<file path="config.mk">
export PLATFORM = sky130hd
export DESIGN_NAME = boa_muldiv_seq
export DESIGN_NICKNAME = d
export VERILOG_FILES = /design/src/rtl/boa_muldiv_seq_pkg.sv /design/src/rtl/boa_muldiv_cache.sv /design/src/rtl/boa_muldiv_seq.sv
export SDC_FILE = /design/constraint.sdc
export NUM_CORES = 1
export LEC_CHECK = 0
export ABC_AREA = 1
export CAP_MARGIN = 20
export CORE_MARGIN = 2
export CORE_UTILIZATION = 30
export CTS_CLUSTER_DIAMETER = 80
export DETAILED_ROUTE_END_ITERATION = 8
export SYNTH_ARGS = -nofsm -noshare
export SYNTH_HDL_FRONTEND = slang
export SYNTH_SLANG_ARGS = --single-unit
</file>
<file path="constraint.sdc">
create_clock -name clk -period 7.4 [get_ports clk]
set_clock_uncertainty 0.15 [all_clocks]
set_input_delay 1.11 -clock clk [delete_from_list [all_inputs] [get_ports clk]]
set_output_delay 1.11 -clock clk [all_outputs]
set_load 0.02 [all_outputs]
</file>
<file path="src/rtl/boa_muldiv_seq_pkg.sv">
// rtl/boa_muldiv_seq_pkg.sv - state enum, funct3 codes and helpers for the iterative M-extension unit
package boa_muldiv_seq_pkg;

    typedef enum logic [1:0] {
        ST_IDLE = 2'd0,
        ST_RUN  = 2'd1,
        ST_FIX  = 2'd2,
        ST_DONE = 2'd3
    } boa_muldiv_state_t;

    localparam logic [2:0] RV_MUL_MUL    = 3'b000;
    localparam logic [2:0] RV_MUL_MULH   = 3'b001;
    localparam logic [2:0] RV_MUL_MULHSU = 3'b010;
    localparam logic [2:0] RV_MUL_MULHU  = 3'b011;
    localparam logic [2:0] RV_MUL_DIV    = 3'b100;
    localparam logic [2:0] RV_MUL_DIVU   = 3'b101;
    localparam logic [2:0] RV_MUL_REM    = 3'b110;
    localparam logic [2:0] RV_MUL_REMU   = 3'b111;

    // Result data is the 64-bit product, or {remainder, quotient} for divides.
    function automatic logic [31:0] sel_result(input logic [2:0] op, input logic [63:0] data);
        logic sel_hi;
        sel_hi = op[2] ? op[1] : (op[1:0] != 2'b00);
        return sel_hi ? data[63:32] : data[31:0];
    endfunction

    function automatic logic [31:0] neg_if(input logic neg, input logic [31:0] v);
        return neg ? (~v + 32'd1) : v;
    endfunction

    // Mul entries keep the full funct3 low bits; divides only keep signedness.
    function automatic logic [1:0] cache_tag(input logic [2:0] op);
        return op[2] ? {1'b0, op[0]} : op[1:0];
    endfunction

endpackage

</file>
<file path="src/rtl/boa_muldiv_cache.sv">
// rtl/boa_muldiv_cache.sv - last-operand cache so fused MULH+MUL / DIV+REM pairs finish in one cycle
module boa_muldiv_cache
    import boa_muldiv_seq_pkg::*;
(
    input  logic        clk,
    input  logic        rst,
    input  logic        i_clear,
    input  logic        i_wr_en,
    input  logic [31:0] i_wr_lhs,
    input  logic [31:0] i_wr_rhs,
    input  logic [2:0]  i_wr_op,
    input  logic [63:0] i_wr_data,
    input  logic [31:0] i_lhs,
    input  logic [31:0] i_rhs,
    input  logic [2:0]  i_op,
    output logic        o_hit,
    output logic [63:0] o_data
);

    logic        r_valid;
    logic [31:0] r_lhs;
    logic [31:0] r_rhs;
    logic        r_cls;
    logic [1:0]  r_tag;
    logic [63:0] r_data;
    logic        w_tag_ok;

    always_ff @(posedge clk) begin
        if (rst || i_clear) begin
            r_valid <= 1'b0;
            r_lhs   <= 32'd0;
            r_rhs   <= 32'd0;
            r_cls   <= 1'b0;
            r_tag   <= 2'd0;
            r_data  <= 64'd0;
        end else if (i_wr_en) begin
            r_valid <= 1'b1;
            r_lhs   <= i_wr_lhs;
            r_rhs   <= i_wr_rhs;
            r_cls   <= i_wr_op[2];
            r_tag   <= cache_tag(i_wr_op);
            r_data  <= i_wr_data;
        end
    end

    // MUL only needs the low product half, which every multiply variant shares.
    assign w_tag_ok = r_cls ? (r_tag[0] == i_op[0])
                            : ((i_op[1:0] == 2'b00) || (r_tag == i_op[1:0]));
    assign o_hit  = r_valid && (r_lhs == i_lhs) && (r_rhs == i_rhs)
                    && (r_cls == i_op[2]) && w_tag_ok;
    assign o_data = r_data;

endmodule

</file>
<file path="src/rtl/boa_muldiv_seq.sv">
// rtl/boa_muldiv_seq.sv - iterative multiply/divide unit for the Boa32 EX stage, one shared 33-bit adder
module boa_muldiv_seq
    import boa_muldiv_seq_pkg::*;
(
    input  logic        clk,
    input  logic        rst,
    input  logic        clear,
    input  logic        req,
    input  logic [2:0]  op,
    input  logic [31:0] lhs,
    input  logic [31:0] rhs,
    input  logic        advance,
    output logic        busy,
    output logic        stall_ex,
    output logic        done,
    output logic [31:0] result
);

    boa_muldiv_state_t r_state;
    boa_muldiv_state_t w_state_next;

    logic [31:0] r_hi;
    logic [31:0] r_lo;
    logic [31:0] r_b;
    logic [31:0] r_lhs;
    logic [31:0] r_rhs;
    logic [2:0]  r_op;
    logic        r_neg_q;
    logic        r_neg_r;
    logic [4:0]  r_cnt;
    logic [31:0] r_result;

    logic        w_hit;
    logic [63:0] w_hit_data;
    logic        w_accept;
    logic        w_div_zero;
    logic        w_div_ovf;
    logic        w_special;
    logic        w_lhs_neg;
    logic        w_rhs_neg;
    logic [31:0] w_lhs_mag;
    logic [31:0] w_rhs_mag;
    logic [32:0] w_add_a;
    logic [32:0] w_add_b;
    logic        w_add_cin;
    logic [33:0] w_add;
    logic [63:0] w_fix_data;

    boa_muldiv_cache u_cache (
        .clk       (clk),
        .rst       (rst),
        .i_clear   (clear),
        .i_wr_en   (r_state == ST_FIX),
        .i_wr_lhs  (r_lhs),
        .i_wr_rhs  (r_rhs),
        .i_wr_op   (r_op),
        .i_wr_data (w_fix_data),
        .i_lhs     (lhs),
        .i_rhs     (rhs),
        .i_op      (op),
        .o_hit     (w_hit),
        .o_data    (w_hit_data)
    );

    assign w_accept   = (r_state == ST_IDLE) && req && !clear;
    assign w_div_zero = (rhs == 32'd0);
    assign w_div_ovf  = !op[0] && (lhs == 32'h8000_0000) && (rhs == 32'hFFFF_FFFF);
    assign w_special  = op[2] && (w_div_zero || w_div_ovf);

    assign w_lhs_neg = lhs[31] && (op[2] ? !op[0] : ((op[1:0] == 2'b01) || (op[1:0] == 2'b10)));
    assign w_rhs_neg = rhs[31] && (op[2] ? !op[0] : (op[1:0] == 2'b01));
    assign w_lhs_mag = neg_if(w_lhs_neg, lhs);
    assign w_rhs_mag = neg_if(w_rhs_neg, rhs);

    // Multiply adds the multiplicand when the multiplier LSB is set; divide
    // computes {rem, next dividend bit} - divisor, carry-out meaning no borrow.
    assign w_add_a   = r_op[2] ? {r_hi, r_lo[31]} : {1'b0, r_hi};
    assign w_add_b   = r_op[2] ? ~{1'b0, r_b} : (r_lo[0] ? {1'b0, r_b} : 33'd0);
    assign w_add_cin = r_op[2];
    assign w_add     = {1'b0, w_add_a} + {1'b0, w_add_b} + {33'd0, w_add_cin};

    assign w_fix_data = r_op[2] ? {neg_if(r_neg_r, r_hi), neg_if(r_neg_q, r_lo)}
                                : (r_neg_q ? (~{r_hi, r_lo} + 64'd1) : {r_hi, r_lo});

    always_ff @(posedge clk) begin
        if (rst) begin
            r_state <= ST_IDLE;
        end else begin
            r_state <= w_state_next;
        end
    end

    always_comb begin
        w_state_next = r_state;
        case (r_state)
            ST_IDLE: begin
                if (req) begin
                    if (w_hit)          w_state_next = ST_DONE;
                    else if (w_special) w_state_next = ST_FIX;
                    else                w_state_next = ST_RUN;
                end
            end
            ST_RUN:  if (r_cnt == 5'd0) w_state_next = ST_FIX;
            ST_FIX:  w_state_next = ST_DONE;
            ST_DONE: if (advance) w_state_next = ST_IDLE;
            default: w_state_next = ST_IDLE;
        endcase
        if (clear) w_state_next = ST_IDLE;
    end

    always_comb begin
        busy = (r_state != ST_IDLE);
        done = (r_state == ST_DONE);
    end

    assign stall_ex = req && !done;
    assign result   = r_result;

    always_ff @(posedge clk) begin
        if (rst) begin
            r_hi     <= 32'd0;
            r_lo     <= 32'd0;
            r_b      <= 32'd0;
            r_lhs    <= 32'd0;
            r_rhs    <= 32'd0;
            r_op     <= 3'd0;
            r_neg_q  <= 1'b0;
            r_neg_r  <= 1'b0;
            r_cnt    <= 5'd0;
            r_result <= 32'd0;
        end else if (w_accept) begin
            r_op  <= op;
            r_lhs <= lhs;
            r_rhs <= rhs;
            r_cnt <= 5'd31;
            if (w_special) begin
                r_lo    <= w_div_zero ? 32'hFFFF_FFFF : 32'h8000_0000;
                r_hi    <= w_div_zero ? lhs : 32'd0;
                r_b     <= 32'd0;
                r_neg_q <= 1'b0;
                r_neg_r <= 1'b0;
            end else begin
                r_hi    <= 32'd0;
                r_lo    <= op[2] ? w_lhs_mag : w_rhs_mag;
                r_b     <= op[2] ? w_rhs_mag : w_lhs_mag;
                r_neg_q <= w_lhs_neg ^ w_rhs_neg;
                r_neg_r <= w_lhs_neg;
            end
            if (w_hit) r_result <= sel_result(op, w_hit_data);
        end else if (r_state == ST_RUN) begin
            r_cnt <= r_cnt - 5'd1;
            if (r_op[2]) begin
                r_hi <= w_add[33] ? w_add[31:0] : w_add_a[31:0];
                r_lo <= {r_lo[30:0], w_add[33]};
            end else begin
                r_hi <= w_add[32:1];
                r_lo <= {w_add[0], r_lo[31:1]};
            end
        end else if ((r_state == ST_FIX) && !clear) begin
            r_result <= sel_result(r_op, w_fix_data);
        end
    end

endmodule

</file>
==> reports/metrics.yaml <==
run_status:
  status: "finished clean"
synthesis:
  synth_warnings: 0
  synth_area_per_cell_um2: 5.87
  synth_edf_count: 0
  synthCells: 4136
  synth_top_area_frac: 0.277
  synth_cell_type_count: 53
  synth.net_count: 4255
  async_reset_ff_frac: 0
  syn_area_um2: 24300
  synth.ff_latch_count: 336
  ys_seq_area_frac: 0.277
  ys_top_cells_by_area: "dfxtp_1 (28%), nand2_1 (19%), a21oi_1 (7.4%)"
  yosys.area.top_type: "dfxtp_1"
  synthFlopType: "dfxtp_1"
power_and_ir_drop:
  powerDensity_nw_per_um2: 220
  peakVddDrop_uv: 127
  p_leak_nw: 12.2
setup_path:
  r2r-end: "r_hi[24]$_SDFFE_PP0P_"
  rrSetupSlack_ps: 1800
  worstReg2RegStart: "r_op[2]$_SDFFE_PP0P_"
  cp-endpoint: "r_hi[24]$_SDFFE_PP0P_"
  path_class: "reg2reg"
  worst_r2r_path_depth: 18
  startpoint_type: "register"
  cp.required_ps: 7790
  critPathLaunch: "r_op[2]$_SDFFE_PP0P_"
  arrival_ps: 6000
  crit_fanout: 71
  end_kind: "register"
final_layout:
  n_fill_cell: 8880
  fin_cells: 5200
  area_growth_pct: 13.6
  nets: 4223
  drive_above_1_share: 0.0433
clock_tree:
  htreeDepth: 2
  cts.sinks: 336
  post_cts_resized: 0
  cts_root_buffer: "clkbuf_16"
  clk_pin_slew_worst_paths_ps: 70
  hold_buffers: 0
  clk_path_buf_depth: 3
  clk_latency_ps: 610
  post_cts_buffers: 0
  cts_tree: "done"
  cts_buffers: 44
grt:
  use_met3: 0.0311
  grt_max_degree: 148
  met2_usage: 0.387
  grt_pass1_wl_um: 159000
  overflow: 0
  grt_pass1_vias: 24700
  grtUsageMet1: 0.347
  antenna_found_initial: 1
  track_usage: 0.251
  grt_busiest_layer: "met2"
floorplan:
  die_x_um: 288
  core_um2: 80300
  die_y_um: 288
  io-pin-count: 107
  die-area_um2: 83200
  num_rows: 104
  start_util: 0.302
route:
  wl_per_cell_um: 20.6
  avgViaCountPerCell: 5.30
  routed-via-count: 27600
  drtIter0Drc: 3148
  routed_wl_um: 107000
  drt_pass1_iterations: 7
  drcViolationCount: 0
  antenna_left: 0
timing:
  tns_ps: 0
  fin_crit_sh: 0.757
  drv_slew: 0
  slew_headroom: 0.287
  hold_violations: 0
  setup_viol: 0
  fmax_mhz: 178
  rsz0062_at_grt: "false"
  period_needed_ps: 5600
  tightest_slew_ps: 1070
  setup_ws_ps: 1800
hold_path:
  hold_path_class: "reg2reg"
  hold_depth: 2
placement:
  dp_hpwl_um: 81100
  dp.cells: 5118
  globalplace.congestion: 1.00
  place_ws_ps: 1990
  numPortBuffers: 106
flow_run:
  maxCapViolCount: 0
## per-layer routing
layer,wire length [um],part of all wire
met5,11,0.00010
met3,8640,0.081
met4,5430,0.051
met1,46700,0.44
met2,46400,0.43
## flip-flops by register name (all words and copies together), names as in the netlist, 3 cells and up
signal,flops
result,32
r_b,32
r_lhs,32
u_cache.r_rhs,32
r_hi,32
r_rhs,32
u_cache.o_data,64
r_op,3
r_cnt,5
r_lo,32
u_cache.r_lhs,32
## area by class of cell
cell class | instances | area [um2] | share of cell area
multi-input cells | 3092 | 14800 | 0.536
flip-flops and latches | 336 | 6730 | 0.244
inverters | 499 | 1880 | 0.0682
well taps | 1060 | 1330 | 0.0481
repair buffers | 131 | 1250 | 0.0455
clock buffers | 57 | 1220 | 0.0442
clock inverters | 23 | 388 | 0.0141
diodes | 2 | 5.00 | 0.000182
## synthesized netlist by cell type (4+ instances only)
cell type / n
nor3_1: 18
buf_4: 8
a22oi_1: 8
o211ai_1: 58
o21ai_0: 342
ha_1: 45
a211oi_1: 6
a21oi_1: 360
o21bai_1: 10
nand3_2: 5
or2_2: 8
o21ai_1: 9
nor2_2: 10
buf_1: 25
dfxtp_1: 336
xor2_1: 78
a221oi_1: 25
nand3_1: 339
clkbuf_1: 140
nand2_2: 4
xnor2_1: 11
buf_6: 11
clkinv_1: 4
a31oi_1: 5
nor2_1: 436
nand2_1: 1207
inv_1: 475
a21oi_2: 8
buf_2: 24
nand4_1: 59
nand3b_1: 6
inv_2: 19
## through the flow
stage | util | total power, mW | hold slack (ps) | area (um2)
global route | 0.343 | 6.30 | 328 | 27600
global placement | 0.323 | 3.62 | 294 | 26000
CTS | 0.343 | 6.04 | 306 | 27600
detailed placement | 0.323 | 3.62 | 296 | 26000
finish | 0.343 | 6.06 | 305 | 27600
floorplan | - | 3.03 | 282 | 24300
## worst min-delay path by stage
stage / startpoint / to / slack [ps]
finish: r_rhs[16]$_SDFFE_PP0P_ / u_cache.r_rhs[16]$_SDFFE_PP0P_ / 310
global route: r_lo[3]$_SDFFE_PP0P_ / r_lo[3]$_SDFFE_PP0P_ / 330
global placement: r_lhs[17]$_SDFFE_PP0P_ / u_cache.r_lhs[17]$_SDFFE_PP0P_ / 290
floorplan: u_cache.r_valid$_SDFFE_PP0P_ / u_cache.r_valid$_SDFFE_PP0P_ / 280
detailed placement: r_lhs[24]$_SDFFE_PP0P_ / u_cache.r_lhs[24]$_SDFFE_PP0P_ / 300
CTS: r_lhs[24]$_SDFFE_PP0P_ / u_cache.r_lhs[24]$_SDFFE_PP0P_ / 310
## cells in the final DEF, fill, tap and decap left out, types with 44 or more instances in the layout
| cell type | netlist | layout |
|---|---|---|
| nand2_1 | 1207 | 1207 |
| inv_1 | 475 | 473 |
| clkdlybuf4s50_1 | 0 | 104 |
| nand4_1 | 59 | 59 |
| o21ai_0 | 342 | 342 |
| clkbuf_16 | 0 | 44 |
| dfxtp_1 | 336 | 334 |
| a21oi_1 | 360 | 360 |
| xor2_1 | 78 | 78 |
| ha_1 | 45 | 44 |
| o211ai_1 | 58 | 58 |
| nand3_1 | 339 | 339 |
| nor2_1 | 436 | 432 |
## cell families (layout without fill, tap and decap cells)
kind of cell             count (synthesis)  after routing  share of synthesized area
other                                    0              2                          0
adder cells (fa/ha/maj)                 47             47                     0.0249
XOR/XNOR                                89             89                     0.0321
AND/OR/NAND/NOR                       2109           2109                      0.360
buffers and inverters                  708            710                      0.116
AO/OA/AOI/OAI                          847            847                      0.190
flip-flops                             336            336                      0.277
## critical path, stage by stage, from the launching register on
cell and delay, ps:
dfxtp_2 850, inv_2 510, buf_4 480, nand3_1 140, o21ai_0 100, ha_1 370
nand2_1 210, inv_1 60, nand2_1 70, nand2_1 70, a21oi_1 240, nand2_1 110
nand2_1 530, nand2_2 650, nor2_2 560, nand2_1 90, nand2_1 70, nand2_1 50
a21oi_1 160
## power by group
group	total (mW)	switching (mW)	internal, mW	leakage, nW
Clock	2.43	0.968	1.46	0.786
Combinational	1.61	1.16	0.453	8.70
Sequential	2.02	0.119	1.90	2.74
Total	6.06	2.24	3.82	12.2
No activity file was read; power rests on OpenSTA's default activity.
